$ cat config.mk
export PLATFORM = sky130hd
export DESIGN_NAME = keypad_matrix_scanner
export DESIGN_NICKNAME = d
export VERILOG_FILES = /design/src/rtl/keypad_pkg.sv /design/src/rtl/keypad_frame_debounce.sv /design/src/rtl/keypad_matrix_scanner.sv
export SDC_FILE = /design/constraint.sdc
export NUM_CORES = 1
export LEC_CHECK = 0
export ABC_AREA = 1
export BUFFER_PORTS_ARGS = -buffer_cell sky130_fd_sc_hd__buf_2
export CORE_ASPECT_RATIO = 1.25
export CORE_MARGIN = 2
export CORE_UTILIZATION = 60
export CTS_CLUSTER_DIAMETER = 30
export DETAILED_ROUTE_END_ITERATION = 8
export PLACE_DENSITY = 0.78
export SLEW_MARGIN = 5
export SYNTH_ARGS = -nofsm -noshare
export SYNTH_HDL_FRONTEND = slang
export SYNTH_SLANG_ARGS = --single-unit
export TNS_END_PERCENT = 5
$ cat constraint.sdc
create_clock -name clk -period 2.6 [get_ports clk]
set_input_delay 0.52 -clock clk [delete_from_list [all_inputs] [get_ports clk]]
set_output_delay 0.52 -clock clk [all_outputs]
set_load 0.005 [all_outputs]
$ cat src/rtl/keypad_pkg.sv
// Shared definitions for the 4x4 keypad scanner: matrix geometry, event FSM
// states and the single-key decode helpers used on the debounced matrix.
package keypad_pkg;

    localparam int NUM_ROWS = 4;
    localparam int NUM_COLS = 4;
    localparam int NUM_KEYS = NUM_ROWS * NUM_COLS;

    // Event FSM: waiting for a lone key, or tracking an accepted key.
    typedef enum logic {
        IDLE = 1'b0,
        HELD = 1'b1
    } key_state_e;

    // Result of decoding a key mask: whether exactly one bit is set, and
    // the position of the lowest set bit.
    typedef struct packed {
        logic       valid_single;
        logic [3:0] index;
    } key_onehot_t;

    // Exactly-one-bit check with lowest-set-bit index.
    function automatic key_onehot_t onehot_index(input logic [NUM_KEYS-1:0] mask);
        key_onehot_t res;
        logic        seen;
        logic        multi;
        res   = '0;
        seen  = 1'b0;
        multi = 1'b0;
        for (int i = 0; i < NUM_KEYS; i++) begin
            if (mask[i]) begin
                if (seen) begin
                    multi = 1'b1;
                end else begin
                    res.index = 4'(i);
                end
                seen = 1'b1;
            end
        end
        res.valid_single = seen & ~multi;
        return res;
    endfunction

    // Snapshot bits are laid out column-major (col*4+row) because a whole
    // column is captured at once; key codes are row-major (row*4+col).
    function automatic logic [3:0] snap_index_to_code(input logic [3:0] snap_idx);
        return {snap_idx[1:0], snap_idx[3:2]};
    endfunction

endpackage

$ cat src/rtl/keypad_frame_debounce.sv
// Frame-level debouncer: a full-matrix snapshot must repeat unchanged for
// DEBOUNCE_SCANS consecutive frames before it becomes the debounced state.
module keypad_frame_debounce
    import keypad_pkg::*;
#(
    parameter int DEBOUNCE_SCANS = 4
) (
    input  logic                clk,
    input  logic                rst,
    input  logic                frame_done,
    input  logic [NUM_KEYS-1:0] snapshot,
    output logic [NUM_KEYS-1:0] debounced
);

    logic [NUM_KEYS-1:0] prev_snapshot_q, prev_snapshot_d;
    logic [NUM_KEYS-1:0] debounced_q, debounced_d;
    logic [3:0]          stable_cnt_q, stable_cnt_d;
    logic [4:0]          stable_inc;
    logic                frame_equal;

    // Compare each finished frame with its predecessor and track the run length.
    always_comb begin
        prev_snapshot_d = prev_snapshot_q;
        debounced_d     = debounced_q;
        stable_cnt_d    = stable_cnt_q;
        frame_equal     = (snapshot == prev_snapshot_q);
        // Five bits so the threshold test cannot wrap when the count is at 15.
        stable_inc      = {1'b0, stable_cnt_q} + 5'd1;
        if (frame_done) begin
            prev_snapshot_d = snapshot;
            if (frame_equal) begin
                stable_cnt_d = (stable_cnt_q == 4'hF) ? 4'hF : stable_inc[3:0];
                if (stable_inc >= 5'(DEBOUNCE_SCANS)) begin
                    debounced_d = snapshot;
                end
            end else begin
                stable_cnt_d = 4'h0;
            end
        end
    end

    // Debounce state registers.
    always_ff @(posedge clk) begin
        if (rst) begin
            prev_snapshot_q <= '0;
            debounced_q     <= '0;
            stable_cnt_q    <= 4'h0;
        end else begin
            prev_snapshot_q <= prev_snapshot_d;
            debounced_q     <= debounced_d;
            stable_cnt_q    <= stable_cnt_d;
        end
    end

    assign debounced = debounced_q;

endmodule

$ cat src/rtl/keypad_matrix_scanner.sv
// 4x4 active-low keypad scanner: rotates the column drive, samples the
// synchronized rows once per column dwell, debounces whole frames and turns
// lone key presses into key_valid / key_release strobes with a hex key code.
module keypad_matrix_scanner
    import keypad_pkg::*;
#(
    parameter int SCAN_DIV       = 5000,
    parameter int DEBOUNCE_SCANS = 4
) (
    input  logic                clk,
    input  logic                rst,
    input  logic [NUM_ROWS-1:0] key_row,
    output logic [NUM_COLS-1:0] key_col,
    output logic [3:0]          key_code,
    output logic                key_valid,
    output logic                key_release,
    output logic                key_held
);

    localparam int                 DWELL_W    = (SCAN_DIV > 1) ? $clog2(SCAN_DIV) : 1;
    localparam logic [DWELL_W-1:0] DWELL_LAST = DWELL_W'(SCAN_DIV - 1);
    localparam logic [1:0]         COL_LAST   = 2'(NUM_COLS - 1);

    // Row synchronizer
    logic [NUM_ROWS-1:0] row_meta_q;
    logic [NUM_ROWS-1:0] row_sync_q;

    // Column scan and sampling
    logic [DWELL_W-1:0]  dwell_q, dwell_d;
    logic [1:0]          col_idx_q, col_idx_d;
    logic [NUM_KEYS-1:0] snapshot_q, snapshot_d;
    logic                frame_done_q, frame_done_d;
    logic                sample_now;

    // Debounced matrix and event FSM
    logic [NUM_KEYS-1:0] debounced;
    key_onehot_t         deb_onehot;
    key_state_e          state_q, state_d;
    logic [3:0]          key_code_q, key_code_d;
    logic                key_valid_q, key_valid_d;
    logic                key_release_q, key_release_d;
    logic                key_held_q, key_held_d;

    // Two-flop synchronizer; idle rows are pulled up, so reset to all-ones.
    always_ff @(posedge clk) begin
        if (rst) begin
            row_meta_q <= '1;
            row_sync_q <= '1;
        end else begin
            row_meta_q <= key_row;
            row_sync_q <= row_meta_q;
        end
    end

    // Dwell counter, column rotation and the frame-complete strobe.
    always_comb begin
        sample_now   = (dwell_q == DWELL_LAST);
        dwell_d      = sample_now ? '0 : dwell_q + DWELL_W'(1);
        col_idx_d    = sample_now ? col_idx_q + 2'd1 : col_idx_q;
        // Registered so the debouncer sees the snapshot with column 3 written.
        frame_done_d = sample_now && (col_idx_q == COL_LAST);
    end

    // Each column owns four snapshot bits, written only on its own sample
    // cycle; the rows are inverted so a closed key reads as 1.
    for (genvar gi = 0; gi < NUM_COLS; gi++) begin : g_col
        assign key_col[gi] = (col_idx_q != 2'(gi));
        assign snapshot_d[gi*NUM_ROWS +: NUM_ROWS] =
            (sample_now && (col_idx_q == 2'(gi))) ? ~row_sync_q
                                                  : snapshot_q[gi*NUM_ROWS +: NUM_ROWS];
    end

    // Scan state registers.
    always_ff @(posedge clk) begin
        if (rst) begin
            dwell_q      <= '0;
            col_idx_q    <= 2'd0;
            snapshot_q   <= '0;
            frame_done_q <= 1'b0;
        end else begin
            dwell_q      <= dwell_d;
            col_idx_q    <= col_idx_d;
            snapshot_q   <= snapshot_d;
            frame_done_q <= frame_done_d;
        end
    end

    keypad_frame_debounce #(
        .DEBOUNCE_SCANS (DEBOUNCE_SCANS)
    ) u_debounce (
        .clk        (clk),
        .rst        (rst),
        .frame_done (frame_done_q),
        .snapshot   (snapshot_q),
        .debounced  (debounced)
    );

    assign deb_onehot = onehot_index(debounced);

    // Event decisions: accept only a lone key from IDLE; leave HELD only
    // once the matrix is completely clear, so chords and rollover are ignored.
    always_comb begin
        state_d       = state_q;
        key_code_d    = key_code_q;
        key_valid_d   = 1'b0;
        key_release_d = 1'b0;
        // Held stays up through the release cycle and drops on the next one.
        key_held_d    = (state_q == HELD);
        case (state_q)
            IDLE: begin
                if (deb_onehot.valid_single) begin
                    state_d     = HELD;
                    key_code_d  = snap_index_to_code(deb_onehot.index);
                    key_valid_d = 1'b1;
                    key_held_d  = 1'b1;
                end
            end
            HELD: begin
                if (debounced == '0) begin
                    state_d       = IDLE;
                    key_release_d = 1'b1;
                end
            end
            default: begin
                state_d = IDLE;
            end
        endcase
    end

    // FSM state and registered event outputs.
    always_ff @(posedge clk) begin
        if (rst) begin
            state_q       <= IDLE;
            key_code_q    <= 4'h0;
            key_valid_q   <= 1'b0;
            key_release_q <= 1'b0;
            key_held_q    <= 1'b0;
        end else begin
            state_q       <= state_d;
            key_code_q    <= key_code_d;
            key_valid_q   <= key_valid_d;
            key_release_q <= key_release_d;
            key_held_q    <= key_held_d;
        end
    end

    assign key_code    = key_code_q;
    assign key_valid   = key_valid_q;
    assign key_release = key_release_q;
    assign key_held    = key_held_q;

endmodule
==> flow_summary_export.csv <==
group,metric,value,unit
final_layout,final_common_cell,"nand2_1",
logic_synthesis,seq_area_frac_synth,43.2,%
die,die_w,76.0,µm
cts,cts.root.buffer_cell,"clkbuf_8",
global_route,overflow,0,
job,maxCapViolCount,0,
die,ios,17,
detailed_routing,drt-total-wl,7.61,mm
final_layout,fin_util,68.1,%
logic_synthesis,ys_types,39,
logic_synthesis,synth_area,0.00389,mm²
detailed_routing,wl_per_cell,11.9,µm
sta,skew,0.00909,ns
detailed_routing,drt_iter0_markers,147,
sta,fin_setup_tns,0,ns
cts,postCtsSetupBuffers,0,
die,start_util,62.7,%
global_route,grt_pass1_wl,13.1,mm
final_layout,diodes,0,
detailed_routing,drtPass1Iterations,4,
setup_path,reg2reg_to,"snapshot_q[13]",
placement,portBuffers,16,
logic_synthesis,avgSynthCellArea,7.32,µm²
cts,cts_tree,"yes",
pwr,powerDensity,520,mW/mm²
detailed_routing,ant_nets,0,
setup_path,critPathCapture,"snapshot_q[13]",
cts,cts_htree_levels,3,
global_route,grt_max_degree,35,
setup_path,reg2reg_depth,7,
detailed_routing,num_vias,3247,
setup_path,rr_startpoint,"dwell_q[0]",
pwr,max-vdd-ir-drop,0.437,mV
global_route,grt_pass1_vias,3076,
cts,path_clk_slew,0.09,ns
setup_path,crit_path_end_kind,"flip-flop",
setup_path,crit_type,"reg2reg",
pwr,leakage,1.84,nW
final_layout,drive_gt1_share,14.6,%
setup_path,cp-start-kind,"flip-flop",
global_route,antenna_found_initial,0,
logic_synthesis,synthFlopType,"dfxtp_1",
sta,fin_crit_sh,71.5,%
die,die_y,94.1,µm
final_layout,nets,561,
setup_path,startpoint,"dwell_q[0]",
sta,slew_violations,0,
setup_path,ff2ff_setup_slack,0.74,ns
detailed_routing,drc_errors,0,
sta,hold_viol_final,0,
die,core_area,0.00621,mm²
sta,rsz0062_at_grt,"false",
die,rows,32,
logic_synthesis,synth_nets,545,
logic_synthesis,netlist_instances,532,
detailed_routing,vias_per_cell,5.09,
cts,cts_sinks,84,
setup_path,cp.required,2.88,ns
cts,cts_resized,0,
sta,fmax,538,MHz
setup_path,worstPathArrival,2.14,ns
logic_synthesis,synth_edf_count,0,
logic_synthesis,ys_warn_count,0,
die,die_area,0.00715,mm²
final_layout,areaGrowthSynthToFinish,8.52,%
logic_synthesis,synthArstFlopShare,0,%
worst_hold_path,hold_depth,2,
final_layout,final_cell_mix,"138 x nand2_1, 84 x dfxtp_1, 60 x inv_1, 54 x nor2_1, 46 x a21oi_1",
logic_synthesis,ys_seq_elements,84,
outcome,status,"finished, final reports clean",
sta,finalSetupViolCount,0,
sta,maxSlewHeadroom,69.1,%
sta,layout_min_cycle_time,1.86,ns
setup_path,path_max_fanout,9,
placement,dpl.hpwl,5.70,mm
global_route,grt_use_total,22.8,%
placement,finalWeightedCongestion,0.856,
cts,clk_path_buf_depth,2,
cts,postCtsHoldBufs,0,
cts,numCtsBuffers,9,
sta,tightestPinTransition,0.460,ns
worst_hold_path,hp-class,"in2reg",
cts,clk_latency,0.35,ns
==> state kept, by name, indices dropped and copies added, names as in the netlist <==
signal / cells
snapshot_q: 16
u_debounce.debounced: 16
u_debounce.prev_snapshot_q: 16
dwell_q: 13
key_code: 4
row_meta_q: 4
row_sync_q: 4
u_debounce.stable_cnt_q: 4
col_idx_q: 2
frame_done_q: 1
key_held: 1
key_release: 1
key_valid: 1
state_q: 1
==> per-layer routing <==
layer / vias up / routed length (µm) / part of all wire [%] / GRT usage (%)
li1: 1726 / - / - / -
met1: 1454 / 3280 / 43 / 24.3
met2: 50 / 3970 / 52 / 43.1
met3: 17 / 215 / 2.8 / 5.96
met4: 0 / 146 / 1.9 / 8.79
met5: - / 0 / 0 / 0
==> worst max-delay path, cell delays in order (launching register included) <==
cell and delay [ns]:
dfxtp_1 0.40, ha_1 0.21, inv_1 0.08, nor4_1 0.31
nand2_2 0.20, nor2_2 0.30, inv_1 0.14, a21oi_1 0.16
==> worst min path at each step <==
stage	slack, ns	startpoint	endpoint
final	0.34	key_row[2]	row_meta_q[2]
after global routing	0.32	key_row[3]	row_meta_q[3]
after CTS	0.33	key_row[2]	row_meta_q[2]
after detailed placement	0.39	row_meta_q[3]	row_sync_q[3]
after global placement	0.39	row_meta_q[3]	row_sync_q[3]
after floorplan	0.39	row_meta_q[0]	row_sync_q[0]
==> area by class of cell <==
| cell class | count | area, µm² |
|---|---|---|
| Clock buffer | 10 | 138 |
| Fill cell | 544 | 1980 |
| Inverter | 63 | 238 |
| Tap cell | 85 | 106 |
| Timing Repair Buffer | 19 | 103 |
| Clock inverter | 6 | 47.5 |
| Sequential cell | 84 | 1680 |
| Multi-Input combinational cell | 371 | 1910 |
==> cells in the mapped netlist, types with 2 or more instances <==
| master | n | area [µm²] |
|---|---|---|
| nor3_2 | 4 | 40.0 |
| o21ai_0 | 21 | 105 |
| nor3b_1 | 5 | 37.5 |
| nor2_2 | 4 | 25.0 |
| nor2_4 | 3 | 33.8 |
| nor4_1 | 2 | 12.5 |
| clkbuf_1 | 10 | 37.5 |
| xnor2_1 | 5 | 43.8 |
| xor2_1 | 5 | 43.8 |
| a211oi_1 | 3 | 22.5 |
| inv_2 | 2 | 7.51 |
| nand4_1 | 5 | 31.3 |
| nand3_1 | 21 | 105 |
| a21oi_2 | 10 | 87.6 |
| a21oi_1 | 46 | 230 |
| nor3_1 | 7 | 35.0 |
| buf_2 | 2 | 10.0 |
| inv_1 | 60 | 225 |
| or2_2 | 14 | 87.6 |
| nand2_1 | 138 | 518 |
| ha_1 | 7 | 87.6 |
| o211a_1 | 3 | 30.0 |
| dfxtp_1 | 84 | 1680 |
| nor2_1 | 54 | 203 |
| nand2_2 | 3 | 18.8 |
==> cell families (layout without fill, tap and decap cells) <==
kind of cell / after synthesis / after routing / share of synthesized area, %
AO/OA/AOI/OAI: 86 / 86 / 12.7
flip-flops: 84 / 84 / 43.2
adder cells (fa/ha/maj): 7 / 7 / 2.25
AND/OR/NAND/NOR: 268 / 268 / 31.9
XOR/XNOR: 10 / 10 / 2.25
buffers and inverters: 77 / 98 / 7.71
==> metrics by stage <==
stage,setup slack [ns],hold slack [ns],cells,area [µm²],power (mW)
floorplan,1.03,0.389,532,3890,1.36
global placement,0.767,0.392,622,4040,1.38
detailed placement,0.749,0.393,622,4040,1.38
CTS,0.725,0.327,638,4220,2.22
global route,0.469,0.321,638,4220,2.29
finish,0.740,0.339,638,4220,2.20
==> where the power goes <==
part,switching [mW],internal (mW)
Combinational,0.0297,0.0152
Clock,0.469,0.381
Sequential,0.00868,1.29
Total,0.507,1.69
Note: power is estimated with default switching activity, not from simulation.
